**config.mk**
```make
export PLATFORM = sky130hd
export DESIGN_NAME = ray_job_dispatcher_flat
export DESIGN_NICKNAME = d
export VERILOG_FILES = /design/src/rtl/ray_pkg.sv /design/src/rtl/ray_job_dispatcher_if.sv /design/src/rtl/raster_counter.sv /design/src/rtl/ray_job_dispatcher.sv /design/src/flat_wrapper.sv
export SDC_FILE = /design/constraint.sdc
export NUM_CORES = 1
export LEC_CHECK = 0
export ABC_AREA = 0
export ABC_CLOCK_PERIOD_IN_PS = 2250
export BUFFER_PORTS_ARGS = -buffer_cell sky130_fd_sc_hd__buf_2
export CAP_MARGIN = 5
export CORE_MARGIN = 1
export CORE_UTILIZATION = 45
export CTS_CLUSTER_SIZE = 16
export DETAILED_ROUTE_END_ITERATION = 6
export PLACE_DENSITY = 0.67
export SLEW_MARGIN = 30
export SYNTH_ARGS = -nofsm -noshare
export SYNTH_HDL_FRONTEND = slang
export SYNTH_SLANG_ARGS = --single-unit
export TNS_END_PERCENT = 50
```
**constraint.sdc**
```tcl
create_clock -name aclk -period 2.25 [get_ports aclk]
set_clock_uncertainty 0.2 [all_clocks]
set_input_delay 0.225 -clock aclk [delete_from_list [all_inputs] [get_ports aclk]]
set_output_delay 0.225 -clock aclk [all_outputs]
set_load 0.1 [all_outputs]
```
**src/rtl/ray_pkg.sv**
```systemverilog
// Shared types for the ray job dispatcher: dimensions, core limits, FSM states, job record.
// Latency/backpressure: not applicable (declarations only).
package ray_pkg;

    localparam int COORD_W_DEF = 13;
    localparam int MAX_CORES   = 4;

    typedef enum logic [1:0] {
        IDLE,
        DISPATCH,
        DONE
    } state_t;

    typedef struct packed {
        logic [COORD_W_DEF-1:0] x;
        logic [COORD_W_DEF-1:0] y;
        logic                   sof;
        logic                   eol;
        logic                   parity;
    } job_t;

    // Requests beyond the physically present cores fold onto the last real core index.
    function automatic logic [1:0] clamp_cores(input logic [1:0] req, input int num_cores);
        return (int'(req) >= num_cores) ? 2'(num_cores - 1) : req;
    endfunction

endpackage

```
**src/rtl/ray_job_dispatcher_if.sv**
```systemverilog
// Job offer bus from the dispatcher to the compute cores; one-hot valid, per-core ready.
// Latency/backpressure: wires only; a job is held until the targeted core raises ready.
interface ray_job_dispatcher_if #(
    parameter int NUM_CORES = 2,
    parameter int COORD_W   = 13
);
    logic [NUM_CORES-1:0] job_valid;
    logic [NUM_CORES-1:0] job_ready;
    logic [COORD_W-1:0]   job_x;
    logic [COORD_W-1:0]   job_y;
    logic                 job_sof;
    logic                 job_eol;
    logic                 job_parity;

    modport master (
        output job_valid, job_x, job_y, job_sof, job_eol, job_parity,
        input  job_ready
    );

    modport slave (
        input  job_valid, job_x, job_y, job_sof, job_eol, job_parity,
        output job_ready
    );
endinterface

```
**src/rtl/raster_counter.sv**
```systemverilog
// Raster-order x/y position with latched extents; last flags are combinational from registers.
// Latency: step/load take effect next cycle; backpressure: holds position while step is low.
module raster_counter #(
    parameter int COORD_W = 13
) (
    input  logic               aclk,
    input  logic               areset,
    input  logic               load,
    input  logic               step,
    input  logic [COORD_W-1:0] width,
    input  logic [COORD_W-1:0] height,
    output logic [COORD_W-1:0] x,
    output logic [COORD_W-1:0] y,
    output logic               last_in_line,
    output logic               last_in_frame
);
    logic [COORD_W-1:0] x_max_q;
    logic [COORD_W-1:0] y_max_q;
    logic [COORD_W-1:0] x_q;
    logic [COORD_W-1:0] y_q;

    always_ff @(posedge aclk) begin
        if (areset) begin
            x_max_q <= '0;
            y_max_q <= '0;
            x_q     <= '0;
            y_q     <= '0;
        end else if (load) begin
            // Zero extents wrap here, but the FSM never steps such a frame.
            x_max_q <= width - COORD_W'(1);
            y_max_q <= height - COORD_W'(1);
            x_q     <= '0;
            y_q     <= '0;
        end else if (step) begin
            if (last_in_line) begin
                x_q <= '0;
                y_q <= y_q + COORD_W'(1);
            end else begin
                x_q <= x_q + COORD_W'(1);
            end
        end
    end

    assign x             = x_q;
    assign y             = y_q;
    assign last_in_line  = (x_q == x_max_q);
    assign last_in_frame = last_in_line && (y_q == y_max_q);

endmodule

```
**src/rtl/ray_job_dispatcher.sv**
```systemverilog
// Frame scheduler: raster-order pixel jobs to active cores in strict round robin; job offered the cycle after start.
// Backpressure: job and target held until the addressed core is ready; other cores' ready ignored.
module ray_job_dispatcher
    import ray_pkg::*;
#(
    parameter int NUM_CORES = 2,
    parameter int COORD_W   = COORD_W_DEF
) (
    input  logic                 aclk,
    input  logic                 areset,
    input  logic                 start,
    input  logic [COORD_W-1:0]   image_width,
    input  logic [COORD_W-1:0]   image_height,
    input  logic [1:0]           no_of_extra_cores,
    output logic                 busy,
    output logic                 frame_done,
    ray_job_dispatcher_if.master job
);
    state_t               state_q;
    state_t               state_d;
    logic [1:0]           ptr_q;
    logic [1:0]           last_core_q;
    logic                 parity_q;
    logic                 load;
    logic                 step;
    logic                 xfer;
    logic [NUM_CORES-1:0] offer;
    logic [COORD_W-1:0]   x;
    logic [COORD_W-1:0]   y;
    logic                 last_in_line;
    logic                 last_in_frame;

    raster_counter #(.COORD_W(COORD_W)) u_raster (
        .aclk          (aclk),
        .areset        (areset),
        .load          (load),
        .step          (step),
        .width         (image_width),
        .height        (image_height),
        .x             (x),
        .y             (y),
        .last_in_line  (last_in_line),
        .last_in_frame (last_in_frame)
    );

    always_comb begin
        offer = '0;
        for (int k = 0; k < NUM_CORES; k++) begin
            offer[k] = (state_q == DISPATCH) && (ptr_q == 2'(k));
        end
    end

    assign xfer = |(offer & job.job_ready);

    always_comb begin
        state_d = state_q;
        load    = 1'b0;
        step    = 1'b0;
        case (state_q)
            IDLE: begin
                if (start) begin
                    load    = 1'b1;
                    state_d = (image_width == '0 || image_height == '0) ? DONE : DISPATCH;
                end
            end
            DISPATCH: begin
                step = xfer;
                if (xfer && last_in_frame) begin
                    state_d = DONE;
                end
            end
            DONE:    state_d = IDLE;
            default: state_d = IDLE;
        endcase
    end

    always_ff @(posedge aclk) begin
        if (areset) begin
            state_q     <= IDLE;
            ptr_q       <= '0;
            last_core_q <= '0;
            parity_q    <= 1'b0;
        end else begin
            state_q <= state_d;
            if (load) begin
                ptr_q       <= '0;
                last_core_q <= clamp_cores(no_of_extra_cores, NUM_CORES);
            end else if (xfer) begin
                ptr_q <= (ptr_q == last_core_q) ? 2'd0 : ptr_q + 2'd1;
            end
            if (state_q == DONE) begin
                parity_q <= ~parity_q;
            end
        end
    end

    assign job.job_valid  = offer;
    assign job.job_x      = x;
    assign job.job_y      = y;
    assign job.job_sof    = (state_q == DISPATCH) && (x == '0) && (y == '0);
    assign job.job_eol    = (state_q == DISPATCH) && last_in_line;
    assign job.job_parity = parity_q;
    assign busy           = (state_q == DISPATCH);
    assign frame_done     = (state_q == DONE);

endmodule

```
**src/flat_wrapper.sv**
```systemverilog
// flat-port wrapper written by rule: the top's interface ports become plain ports
module ray_job_dispatcher_flat import ray_pkg::*;
#(
    parameter int NUM_CORES = 2,
    parameter int COORD_W   = COORD_W_DEF
)
  (aclk, areset, start, image_width, image_height, no_of_extra_cores, busy, frame_done, job_job_valid, job_job_x, job_job_y, job_job_sof, job_job_eol, job_job_parity, job_job_ready);
  ray_job_dispatcher_if #(.NUM_CORES(NUM_CORES), .COORD_W(COORD_W)) job_i ();
  input  logic aclk;
  input  logic areset;
  input  logic start;
  input  logic [COORD_W-1:0] image_width;
  input  logic [COORD_W-1:0] image_height;
  input  logic [1:0] no_of_extra_cores;
  output logic busy;
  output logic frame_done;
  output wire logic [$bits(job_i.job_valid)-1:0] job_job_valid;
  output wire logic [$bits(job_i.job_x)-1:0] job_job_x;
  output wire logic [$bits(job_i.job_y)-1:0] job_job_y;
  output wire logic [$bits(job_i.job_sof)-1:0] job_job_sof;
  output wire logic [$bits(job_i.job_eol)-1:0] job_job_eol;
  output wire logic [$bits(job_i.job_parity)-1:0] job_job_parity;
  input wire logic [$bits(job_i.job_ready)-1:0] job_job_ready;
  assign job_job_valid = job_i.job_valid;
  assign job_job_x = job_i.job_x;
  assign job_job_y = job_i.job_y;
  assign job_job_sof = job_i.job_sof;
  assign job_job_eol = job_i.job_eol;
  assign job_job_parity = job_i.job_parity;
  assign job_i.job_ready = job_job_ready;
  ray_job_dispatcher #(.NUM_CORES(NUM_CORES), .COORD_W(COORD_W)) u_core (.aclk(aclk), .areset(areset), .start(start), .image_width(image_width), .image_height(image_height), .no_of_extra_cores(no_of_extra_cores), .busy(busy), .frame_done(frame_done), .job(job_i));
endmodule
```
* Word level (Yosys, flattened, before mapping)
Index checks and enable logic that the tools add are counted.
** Word-level totals
- Bits in registers :: 59
- Bits of input ports :: 33
- Logic and storage cells :: 52
** Operators by class
- Add/subtract/negate cells :: 5
- Magnitude comparators :: 1
- Eq/ne operators :: 8
- Multiplexer cells :: 10
- Bitwise operators :: 2
- Reductions and logical operators :: 18
** Operator list (count)
- $logic_not A13 Y1 :: 4
- $add A13 B1 Y13 const B :: 2
- $eq A13 B13 Y1 :: 2
- $sub A13 B1 Y13 const B :: 2
- $mux W13 :: 1
- $mux W2 :: 5
- $logic_and A1 B1 Y1 :: 7
- $eq A2 B1 Y1 const B :: 2
- $logic_not A2 Y1 :: 2
- $pmux W2 S2 :: 1
- $reduce_and A2 Y1 :: 2
- $reduce_or A2 Y1 :: 2
- $mux W1 :: 3
- $add A2 B1 Y2 const B :: 1
- $and A2 B2 Y2 :: 1
- $eq A2 B2 Y1 :: 1
- $eq A2 B2 Y1 const B :: 1
- $ge A2 B2 Y1 const B :: 1
- $ne A2 B1 Y1 const B :: 1
- $ne A2 B2 Y1 const B :: 1
- $logic_or A1 B1 Y1 :: 1
- $not A1 Y1 :: 1

* Longest topological paths before layout
Gate-level depths: netlist of the first run.
- Word-level depth :: 7
- Gate-level depth with buffers :: 8
- Depth with buffers taken out :: 7

* Modules after synthesis
A second synthesis of the first run with hierarchy kept.
** Second synthesis, totals
- Cells, all modules :: 395
- Area, all modules :: 3323.2 um^2
** Modules (own cells, without submodules)
- raster_counter :: instances 1, cells each 331, area each 2806.4 um^2, sequential area each 1041.0 um^2
- ray_job_dispatcher :: instances 1, cells each 64, area each 516.7 um^2, sequential area each 140.1 um^2

* Least setup slack after synthesis of the first run
Ideal clock, no wire load.
- Path kind :: reg2out
- From :: register u_core.u_raster.x_q[3], in the netlist u_core.u_raster.x[3]
- To :: output job_job_sof
- Arrival :: 3421 ps
- Path slack :: -1596 ps
- Cell stages (with the launch flop) :: 5
- Cells stage by stage :: dfxtp_1 buf_2 nor4_1 nand4_1 nor3_1
** On the way
- Longest elaborated chain between the ends :: 3
** Ends and longest elaborated chain
- from (decl) :: line raster_counter.sv:19 : logic [COORD_W-1:0] x_q;
- from (signal assigned) :: line raster_counter.sv:39 : x_q <= x_q + COORD_W'(1);
- $logic_not A13 Y1 :: line ray_job_dispatcher.sv:100 : assign job.job_sof = (state_q == DISPATCH) && (x == '0) && (y == '0);
- $logic_and A1 B1 Y1 (2 in series) :: line ray_job_dispatcher.sv:100
- to (decl) :: line flat_wrapper.sv:20 : output wire logic [$bits(job_i.job_sof)-1:0] job_job_sof;
Every way passes these cells.

* Final worst setup path of the first run
- From :: register u_core.ptr_q[0]
- To :: register u_core.u_raster.y_q[2], in the netlist u_core.u_raster.y[2]
** On the way
- Longest elaborated chain between the ends :: 6
** Ends and longest elaborated chain
- from (decl) :: line ray_job_dispatcher.sv:21 : logic [1:0] ptr_q;
- from (signal assigned) :: line ray_job_dispatcher.sv:89 : ptr_q <= (ptr_q == last_core_q) ? 2'd0 : ptr_q + 2'd1;
- $eq A2 B1 Y1 or $logic_not A2 Y1 (tied branches) :: line ray_job_dispatcher.sv:49 : offer[k] = (state_q == DISPATCH) && (ptr_q == 2'(k));
- $logic_and A1 B1 Y1 :: line ray_job_dispatcher.sv:49
- $and A2 B2 Y2 (*) :: line ray_job_dispatcher.sv:53 : assign xfer = |(offer & job.job_ready);
- $reduce_or A2 Y1 (*) :: line ray_job_dispatcher.sv:53
- $mux W1 (*) :: line ray_job_dispatcher.sv:59 : case (state_q)
- $reduce_and A2 Y1 (no line) (*)
- to (signal assigned) :: line raster_counter.sv:37 : y_q <= y_q + COORD_W'(1);
- to (decl) :: line raster_counter.sv:20 : logic [COORD_W-1:0] y_q;
Every way passes the cells marked *; elsewhere a longest branch is shown, timed or not.
A chain may end at the register's enable or synchronous reset.

==> results of run 1 <==
-- sequential cells by signal (all words and copies together), names as in the netlist --
register and flops:
u_core.u_raster.x 13, u_core.u_raster.x_max_q 13, u_core.u_raster.y 13, u_core.u_raster.y_max_q 13, u_core.last_core_q 2, u_core.ptr_q 2
u_core.state_q 2, u_core.job.job_parity 1
-- metal layers --
metal	vias to the layer above	global-route usage, %	part of all wire [%]
met4	0	8.80	1.1
met3	7	4.01	4.0
li1	1570	-	-
met2	86	34.4	46
met5	-	0	0
met1	1458	31.7	49
-- layout make-up --
cell class | count | area [sq um] | share of cell area, %
Clock buffer | 14 | 173 | 4.02
Clock inverter | 1 | 6.26 | 0.146
Inverter | 15 | 58.8 | 1.37
Multi-Input combinational cell | 302 | 2110 | 49.2
Sequential cell | 59 | 1240 | 29.0
Tap cell | 99 | 124 | 2.89
Timing Repair Buffer | 92 | 577 | 13.4
-- kinds of logic (layout without fill, tap and decap cells) --
family	Yosys count	count (layout)	synth area share [%]
buffers and inverters	37	122	5.00
adders and majority gates	9	9	3.33
and+or+nand+nor	165	165	27.6
DFF	59	59	34.9
xor gates and xnor gates	59	59	15.3
AOI/OAI and AO/OA	63	63	12.0
muxes	6	6	1.78
-- repair_timing --
item                       CTS  global route
hold buffers                 6             0
hold endpoints to repair     6             0
setup buffers                3             5
pin swaps                    3            12
setup endpoints to repair    1            22
resized for setup            0            15
-- power groups by stage --
stage,Clock (mW),Combinational [mW],Sequential (mW)
floorplan,0,0.315,1.16
global placement,0,0.449,1.15
detailed placement,0,0.461,1.16
CTS,0.905,0.484,1.13
global route,0.944,0.544,1.14
finish,0.889,0.497,1.13
-- stage by stage --
stage | total power [mW] | cell area [sq um]
after floorplan | 1.47 | 3470
after global placement | 1.60 | 3940
after detailed placement | 1.62 | 3940
after CTS | 2.52 | 4200
after global routing | 2.63 | 4290
final | 2.52 | 4290
-- cell usage after synthesis, types with 2 or more instances --
cell type and instances:
or4_1 7, or3_1 9, mux2i_1 6, nand4_1 11, nor2_1 46, nor3_1 7
a211oi_1 16, and4_1 2, nand3_1 9, o211ai_1 3, buf_2 6, a21oi_1 14
o21ai_0 17, nor3_2 4, nor4_2 4, nor4_4 2, and2_1 4, clkbuf_1 13
and3_1 3, nor3b_1 2, xnor2_1 25, dfxtp_1 59, nor2b_1 4, a31oi_1 2
nand2_1 31, nor4_1 10, ha_1 9, buf_6 3, nand3b_1 2, xor2_1 34
inv_1 14
-- worst max-delay path: stages, from the launching register on --
cell     delay (ps)
dfxtp_2         340
inv_1            80
ha_2            190
a22oi_2         100
nor4_2          280
buf_4           170
nand4_4         150
buf_6           180
or4_1           390
nand2_1          70
-- worst min-delay path by stage --
stage | startpoint | end | slack [ps] | cells past startpoint
2_1_floorplan | image_width[0] | u_core.u_raster.x_max_q[0] | 120 | 1
3_3_place_gp | image_width[0] | u_core.u_raster.x_max_q[0] | 230 | 2
3_5_place_dp | image_width[0] | u_core.u_raster.x_max_q[0] | 240 | 2
4_1_cts | no_of_extra_cores[0] | u_core.last_core_q[0] | 4 | 3
5_1_grt | image_width[12] | u_core.u_raster.x_max_q[12] | 30 | 3
6_report | image_width[9] | u_core.u_raster.x_max_q[9] | 7 | 3
==> summary.txt, run 1 <==
clock latency on the worst-skew pair -> 340 ps
non-filler instance count after layout -> 582
Tot GR Track Use -> 22.6%
reg-to-reg slack, setup -> 60 ps
Pleak -> 1.74 nW
1st-pass router iterations -> 5
critical path type -> reg -> reg
initial drt markers -> 170
Chip Width -> 88.7 um
Ports -> 66
Avg Vias per Cell -> 5.36
Die Y -> 88.7 um
Fill cells -> 672
Routed WL -> 8420 um
Worst IR Drop VDD -> 0.000318 V
final setup vio count -> 0
Finished Core Util -> 59.2%
worst r2r path cells -> 9
CTS tree -> done
final hold violations -> 0
Pint -> 1.77 mW
Setup TNS -> 0 ps
fin nets -> 521
crit path capture -> u_core.u_raster.y[2]
clk root buf -> clkbuf_8
Slew Viols, Final -> 0
Cell Area, Synth -> 3380 sq um
yosys warns -> 0
R2R Path End -> u_core.u_raster.y[2]
first-pass GRT wire length -> 13500 um
CP endpoint kind -> register
CTS sink count -> 59
CP Launch Type -> register
Residual DRC -> 0
part of the power in registers -> 45.0%
H-tree levels -> 3
worst hold path class -> in -> reg
largest net degree at the start of global routing -> 36
dpl ws -> 25.8 ps
Max Clock Freq -> 456 MHz
Synth Area per Inst -> 8.49 sq um
Seq/Total Area, Yosys -> 35.0%
Antenna diodes -> 0
via count -> 3121
combinational power share -> 19.7%
clock power share -> 35.3%
# rows -> 31
Syn Inst Count -> 398
Syn Nets -> 440
post-route setup slack -> 56.8 ps
gr ovfl total -> 0
Detail Route Antenna Nets -> 0
area delta synth->final -> 27.0%
Required @ worst endpoint -> 2330 ps
Final period util -> 97.5%
max_cap viols -> 0
Starting Density -> 46.6%
Worst EP arrival -> 2280 ps
Synth top area share -> 35.0%
most common cell after layout, fill and taps aside -> buf_2
placed cells -> 553
Post-synth EDFFs -> 0
min Tclk post-route -> 2190 ps
Critical Path Start -> u_core.ptr_q[0]
r2r startpoint -> u_core.ptr_q[0]
Least-Margin Pin Slew -> 502 ps
vias in the first global route -> 2837
Main synth FF type -> dfxtp_1
gpl congestion -> 0.830
layout cells sized above 1 -> 32.3%
synth unique cells -> 51
Net Sw Frac -> 29.7%
outcome -> complete, no violations
CTS clk-pin slew, worst paths -> 70 ps
antenna violations before repair -> 0
Min Hold Slack -> 6.72 ps
relative max-transition margin -> 66.5%
commonest cells after routing, fill and taps aside -> 63 x buf_2, 43 x nor2_1, 32 x xor2_1, 31 x nand2_1, 31 x dfxtp_1
RSZ-0062 raised after global routing -> true
Pwr Density -> 587 nW/um^2
die area -> 7860 sq um
port bufs -> 65
top post-synthesis cells by area -> dfxtp_1 35%, xor2_1 8.8%, xnor2_1 6.5%, nor2_1 5.1%, a211oi_1 3.6%
clk buf depth -> 2
switching power -> 0.749 mW
ys async rst share -> 0%
WL/cell -> 14.5 um
largest fanout on the critical path -> 8
Seq cells post-synth -> 59
Post-DP HPWL -> 6260 um
total CTS buffers -> 9
dominant cell type by area after synthesis -> dfxtp_1
core box area -> 7250 sq um
No activity file was read; power rests on OpenSTA's default activity.
==> inputs of run 2 (changes only) <==
--- a/config.mk
+++ b/config.mk
@@ -10,10 +10,10 @@
 export BUFFER_PORTS_ARGS = -buffer_cell sky130_fd_sc_hd__buf_2
 export CAP_MARGIN = 5
 export CORE_MARGIN = 1
-export CORE_UTILIZATION = 45
+export CORE_UTILIZATION = 55
 export CTS_CLUSTER_SIZE = 16
 export DETAILED_ROUTE_END_ITERATION = 6
-export PLACE_DENSITY = 0.67
+export PLACE_DENSITY = 0.8
 export SLEW_MARGIN = 30
 export SYNTH_ARGS = -nofsm -noshare
 export SYNTH_HDL_FRONTEND = slang
==> summary.txt, run 2 (synthesis gave the netlist of run 1 again) <==
family with the most delay on the worst path -> simple AND/OR/NAND/NOR gates
Worst EP arrival -> 1810 ps (-470 ps)
Chip Width -> 80.4 um (-9.3%)
post-route setup slack -> 10.3 ps (-46.5 ps)
Ports -> 66 (unchanged)
worst hold path class -> in -> reg
final hold violations -> 0 (unchanged)
Design Area, Final -> 4330 sq um (+0.79%)
commonest cells after routing, fill and taps aside -> 63 x buf_2, 43 x nor2_1, 32 x xor2_1, 31 x nand2_1, 31 x dfxtp_1
Pleak -> 1.80 nW (+3.1%)
cells along the critical path -> xor2_1 > nor4_4 > nand4_1 > nor2_4 > buf_12
failing checks -> DRC
Slew Viols, Final -> 0 (unchanged)
Total Power -> 2.65 mW (+5.3%)
CP Buf/Inv Count -> 1 (-2)
CP endpoint kind -> output port
CP Launch Type -> register
first-pass GRT wire length -> 13600 um (+0.41%)
slowest CP cell -> dfxtp_2
Routed WL -> 8890 um (+5.6%)
Max Clock Freq -> 446 MHz (-2.1%)
Detail Route Antenna Nets -> 0 (unchanged)
clk buf depth -> 2 (unchanged)
fin nets -> 522 (+0.19%)
Residual DRC -> 2 (+2)
Worst IR Drop VDD -> 0.000486 V (+53%)
min Tclk post-route -> 2240 ps (+46.5 ps)
1st-pass router iterations -> 7 (+2)
Min Hold Slack -> 6.75 ps (+0.0309 ps)
clock latency on the worst-skew pair -> 350 ps (about the same)
critical path type -> reg -> out
area delta synth->final -> 28.0%
Tot GR Track Use -> 28.0% (+5.4 points)
RSZ-0062 raised after global routing -> true
core box area -> 5920 sq um (-18%)
Required @ worst endpoint -> 1820 ps (-510 ps)
die area -> 6460 sq um (-18%)
relative max-transition margin -> 51.3% (-15 points)
H-tree levels -> 3 (unchanged)
final setup vio count -> 0 (unchanged)
placed cell areas -> 3870 sq um (-1.5%)
Pwr Density -> 614 nW/um^2 (+4.5%)
gpl congestion -> 0.908 (+9.3%)
initial drt markers -> 330 (+94%)
slowest stage delay, CP -> 370 ps (-20 ps)
Critical Path Start -> u_core.u_raster.x[0]
Least-Margin Pin Slew -> 723 ps (+221 ps)
r2r startpoint -> u_core.ptr_q[1]
outcome -> finished, violations left
clk root buf -> clkbuf_8
HP Start -> image_width[7]
CTS sink count -> 59 (unchanged)
CTS clk-pin slew, worst paths -> 80 ps (about the same)
dpl ws -> 3.13 ps (-22.6 ps)
placed cells -> 525 (-5.1%)
max_cap viols -> 0 (unchanged)
Starting Density -> 57.1% (+10 points)
WL/cell -> 15.9 um (+9.7%)
port bufs -> 65 (unchanged)
antenna violations before repair -> 0 (unchanged)
# rows -> 28 (-9.7%)
CTS tree -> done
Post-DP HPWL -> 6260 um (+0.12%)
layout cells sized above 1 -> 32.8% (+0.49 points)
Antenna diodes -> 0 (unchanged)
non-filler instance count after layout -> 560 (-3.8%)
Fill cells -> 439 (-35%)
gr ovfl total -> 0 (unchanged)
vias in the first global route -> 2937 (+3.5%)
via count -> 3216 (+3.0%)
Die Y -> 80.4 um (-9.3%)
Final period util -> 99.5% (+2.1 points)
most common cell after layout, fill and taps aside -> buf_2
largest fanout on the critical path -> 6 (-2)
largest net degree at the start of global routing -> 34 (-5.6%)
Avg Vias per Cell -> 5.74 (+7.1%)
reg-to-reg slack, setup -> 40 ps (-20 ps)
total CTS buffers -> 9 (unchanged)
run 2: final timing paths:
kind,endpoint,cells past startpoint
max reg2reg,u_core.u_raster.y[2],8
max,job_job_eol,5
min,u_core.u_raster.x_max_q[7],3
min reg2reg,u_core.u_raster.y[6],2
run 2: routing by layer:
layer | GRT usage, % | wire [um] | vias up
met3 | 6.48 | 488 | 20
met1 | 34.9 | 3840 | 1502
li1 | - | - | 1567
met4 | 12.0 | 224 | 0
met5 | 0 | 0 | -
met2 | 45.8 | 4340 | 127
run 2: final cells by class:
type	instances	area [sq um]	area share, %
Clock inverter	6	60.1	1.39
Inverter	15	58.8	1.36
Tap cell	75	93.8	2.17
Timing Repair Buffer	93	587	13.6
Clock buffer	10	149	3.44
Sequential cell	59	1240	28.8
Multi-Input combinational cell	302	2130	49.3
run 2: worst register-to-register path, cell delays in order (launching register included):
cell	delay (ps)
dfxtp_1	340
inv_2	80
ha_2	190
a22oi_2	110
nor4_4	360
nand4_4	210
buf_4	190
or4_1	390
nand2_1	90
run 2: repair_timing:
item / CTS / global route
resized for setup: 3 / 15
endpoints found under the setup margin: 4 / 22
hold buffers: 7 / 0
endpoints found under the hold margin: 7 / 0
setup buffers: 6 / 6
pin swaps: 6 / 6
run 2: stage by stage:
step           util (%)  setup TNS (ps)
2_1_floorplan         -           -62.5
3_3_place_gp       65.4               0
3_5_place_dp       65.4               0
4_1_cts            71.2           -3.40
5_1_grt            73.1            -119
6_report           73.1               0
run 2: where the power goes:
group          switching (mW)  internal (mW)
Sequential             0.0476           1.09
Combinational           0.307          0.195
Clock                   0.441          0.575
Total                   0.796           1.86
==> inputs of run 3 (changes only) <==
--- a/config.mk
+++ b/config.mk
@@ -6,7 +6,7 @@
 export NUM_CORES = 1
 export LEC_CHECK = 0
 export ABC_AREA = 0
-export ABC_CLOCK_PERIOD_IN_PS = 2250
+export ABC_CLOCK_PERIOD_IN_PS = 2350
 export BUFFER_PORTS_ARGS = -buffer_cell sky130_fd_sc_hd__buf_2
 export CAP_MARGIN = 5
 export CORE_MARGIN = 1
@@ -17,5 +17,6 @@
 export SLEW_MARGIN = 30
 export SYNTH_ARGS = -nofsm -noshare
 export SYNTH_HDL_FRONTEND = slang
+export SYNTH_HIERARCHICAL = 1
 export SYNTH_SLANG_ARGS = --single-unit
 export TNS_END_PERCENT = 50
==> constraint.sdc (replaced) <==
create_clock -name aclk -period 2.35 [get_ports aclk]
set_clock_uncertainty 0.2 [all_clocks]
set_input_delay 0.235 -clock aclk [delete_from_list [all_inputs] [get_ports aclk]]
set_output_delay 0.235 -clock aclk [all_outputs]
set_load 0.1 [all_outputs]
==> summary.txt, run 3 <==
Ports -> 66 (unchanged)
outcome -> finished, violations left
Detail Route Antenna Nets -> 0 (unchanged)
most common cell after layout, fill and taps aside -> buf_2
Antenna diodes -> 0 (unchanged)
antenna violations before repair -> 0 (unchanged)
count leader, synth -> dfxtp_1
core box area -> 5680 sq um (-4.1%)
slowest CP cell -> or4_4
Post-synth EDFFs -> 0 (unchanged)
Main synth FF type -> dfxtp_1
Max Clock Freq -> 413 MHz
critical path type -> reg -> out
hold path cells -> 3 (unchanged)
min Tclk post-route -> 2420 ps
Net Sw Frac -> 29.3% (-0.66 points)
Pwr Density -> 573 nW/um^2 (-6.7%)
gr ovfl total -> 0 (unchanged)
gr busiest metal -> met2
# rows -> 27 (-3.6%)
yosys warns -> 6 (+6)
1st-pass router iterations -> 5 (-2)
CTS tree -> done
gpl congestion -> 0.861 (-5.1%)
Synth top area share -> 35.5% (+0.59 points)
initial drt markers -> 264 (-20%)
CP Launch Type -> register
Worst IR Drop VDD -> 0.000362 V (-25%)
CP endpoint kind -> output port
global routing usage on met2 -> 46.8% (+0.99 points)
R2R Path End -> u_core/u_raster/y[3]
final hold violations -> 0 (unchanged)
M3 GR Usage -> 5.94% (-0.53 points)
Chip Width -> 79.7 um (-0.81%)
area delta synth->final -> 29.8%
Worst EP arrival -> 1980 ps (+170 ps)
Min Hold Slack -> 17.2 ps (+10.4 ps)
largest fanout on the critical path -> 2 (-4)
Die Y -> 79.7 um (-0.81%)
Syn Inst Count -> 395 (-0.75%)
final setup vio count -> 2 (+2)
Seq/Total Area, Yosys -> 35.5% (+0.59 points)
largest net degree at the start of global routing -> 35 (+2.9%)
clock latency on the worst-skew pair -> 350 ps (about the same)
Cell Area, Synth -> 3320 sq um (-1.7%)
Slew Viols, Final -> 0 (unchanged)
part of the power in registers -> 43.9% (+1.1 points)
Pleak -> 1.65 nW (-7.9%)
Tot GR Track Use -> 29.4% (+1.4 points)
met1 GRT Util -> 38.5% (+3.6 points)
Final period util -> 103%
post-route setup slack -> -69.6 ps (-79.9 ps)
Routed WL -> 9080 um (+2.1%)
Required @ worst endpoint -> 1910 ps (+90 ps)
Design Area, Final -> 4310 sq um (-0.26%)
combinational power share -> 19.9% (+1.0 points)
Avg Vias per Cell -> 6.00 (+4.5%)
reg-to-reg slack, setup -> 30 ps (about the same)
top post-synthesis cells by area -> dfxtp_1 36%, xnor2_1 8.2%, xor2_1 5.5%, nor2_1 5.4%, a211oi_1 4.5%
Starting Density -> 58.6% (+1.5 points)
fin nets -> 522 (unchanged)
relative max-transition margin -> 65.0% (+14 points)
failing checks -> setup timing
Post-DP HPWL -> 5600 um (-11%)
via count -> 3360 (+4.5%)
Setup TNS -> -91.2 ps (-91.2 ps)
synth unique cells -> 48 (-5.9%)
commonest cells after routing, fill and taps aside -> 63 x buf_2, 46 x nor2_1, 31 x dfxtp_1, 25 x buf_4, 23 x xnor2_1
layout cells sized above 1 -> 33.6% (+0.82 points)
worst r2r path cells -> 6 (-2)
r2r startpoint -> u_core/u_raster/x[6]
RSZ-0062 raised after global routing -> true
Pint -> 1.75 mW (-6.0%)
hold worst-path end -> u_core/u_raster/y[12]
vias in the first global route -> 2985 (+1.6%)
H-tree levels -> 3 (unchanged)
switching power -> 0.725 mW (-9.0%)
CTS sink count -> 59 (unchanged)
WL/cell -> 16.2 um (+2.1%)
HP Start -> areset
die area -> 6360 sq um (-1.6%)
Seq cells post-synth -> 59 (unchanged)
clk buf depth -> 2 (unchanged)
CTS clk-pin slew, worst paths -> 70 ps (about the same)
placed cell areas -> 3800 sq um (-1.9%)
commonest cells in the netlist -> 59 x dfxtp_1, 48 x nor2_1, 31 x xnor2_1, 21 x xor2_1, 20 x a211oi_1
Synth Area per Inst -> 8.41 sq um (-0.92%)
max_cap viols -> 0 (unchanged)
Syn Nets -> 434 (-1.4%)
port bufs -> 65 (unchanged)
total CTS buffers -> 9 (unchanged)
ys async rst share -> 0% (unchanged)
slowest stage delay, CP -> 560 ps (+190 ps)
first-pass GRT wire length -> 14200 um (+4.8%)
dominant cell type by area after synthesis -> dfxtp_1
cells along the critical path -> xnor2_2 > nand4_1 > or4_4 > inv_4 > and2_4 > buf_12
Least-Margin Pin Slew -> 520 ps (-203 ps)
Residual DRC -> 0 (-2)
worst hold path class -> in -> reg
clock power share -> 36.2% (-2.1 points)
clk root buf -> clkbuf_8
==> run 3: cell count changes after synthesis, moves of 6 or more <==
cell and change:
nand3_1 +7, nor4_1 +7, nand2_1 -12, xnor2_1 +6, xor2_1 -13, o21ai_0 -9
o31ai_1 +11
==> run 3: power by group through the flow <==
stage | clock [mW] | sequential [mW] | combinational, mW
after floorplan | 0 | 1.10 | 0.286
after global placement | 0 | 1.10 | 0.390
after detailed placement | 0 | 1.10 | 0.398
after CTS | 0.900 | 1.08 | 0.452
after global routing | 0.950 | 1.09 | 0.526
final | 0.895 | 1.08 | 0.491
==> run 3: how the worst max path moves through the flow <==
stage / startpoint / end / slack (ps) / cells past startpoint
finish: u_core/u_raster/x[6] / job_job_eol / -70 / 6
floorplan: u_core/state_q[1] / u_core/job.job_parity / -40 / 3
global placement: u_core/u_raster/x[10] / job_job_eol / 140 / 6
CTS: u_core/u_raster/x[8] / job_job_eol / 0.4 / 6
global route: u_core/u_raster/x[11] / job_job_eol / -90 / 6
detailed placement: u_core/u_raster/x[1] / u_core/u_raster/y[12] / 90 / 5
==> run 3: layout make-up <==
type	count	area [sq um]
clock buffer	15	188
clock inverter	1	5.00
fill	374	1360
inverter	12	51.3
multi-input combinational	303	2120
sequential	59	1240
tap	72	90.1
timing repair buffer	98	617
==> run 3: repair_timing <==
item | CTS | global route
setup buffers | 13 | 3
setup endpoints to repair | 1 | 29
gates cloned | 1 | 0
gates resized for setup | 14 | 17
hold endpoints to repair | 5 | 0
pin swaps | 8 | 6
hold buffers | 6 | 0
==> run 3: metrics by stage <==
| step | util, % | setup slack, ps | instances | total power, mW |
|---|---|---|---|---|
| floorplan | - | -44.8 | 395 | 1.39 |
| global placement | 67.0 | 144 | 521 | 1.49 |
| detailed placement | 67.0 | 92.9 | 521 | 1.50 |
| CTS | 74.2 | 0.397 | 557 | 2.43 |
| global route | 76.0 | -92.5 | 560 | 2.56 |
| finish | 76.0 | -69.6 | 560 | 2.47 |
==> run 3: routing by layer <==
| layer | up-vias | part of all wire (%) |
|---|---|---|
| li1 | 1631 | - |
| met1 | 1543 | 45 |
| met2 | 159 | 46 |
| met3 | 27 | 6.8 |
| met4 | 0 | 3.1 |
| met5 | - | 0 |
==> run 3: kinds of logic after synthesis <==
group	count (synthesis)	synth area share, %
xor+xnor	54	14.7
mux	2	0.602
buf+inv	34	4.56
simple gates	165	26.9
compound gates	75	15.4
fa+ha+maj	6	2.26
flops	59	35.5
==> run 3: critical path, delay by kind of cell (launching register included) <==
family	cells	cell delay [ps]
buffers and inverters	2	240
and+or+nand+nor	3	860
xor gates and xnor gates	1	170
DFF	1	360
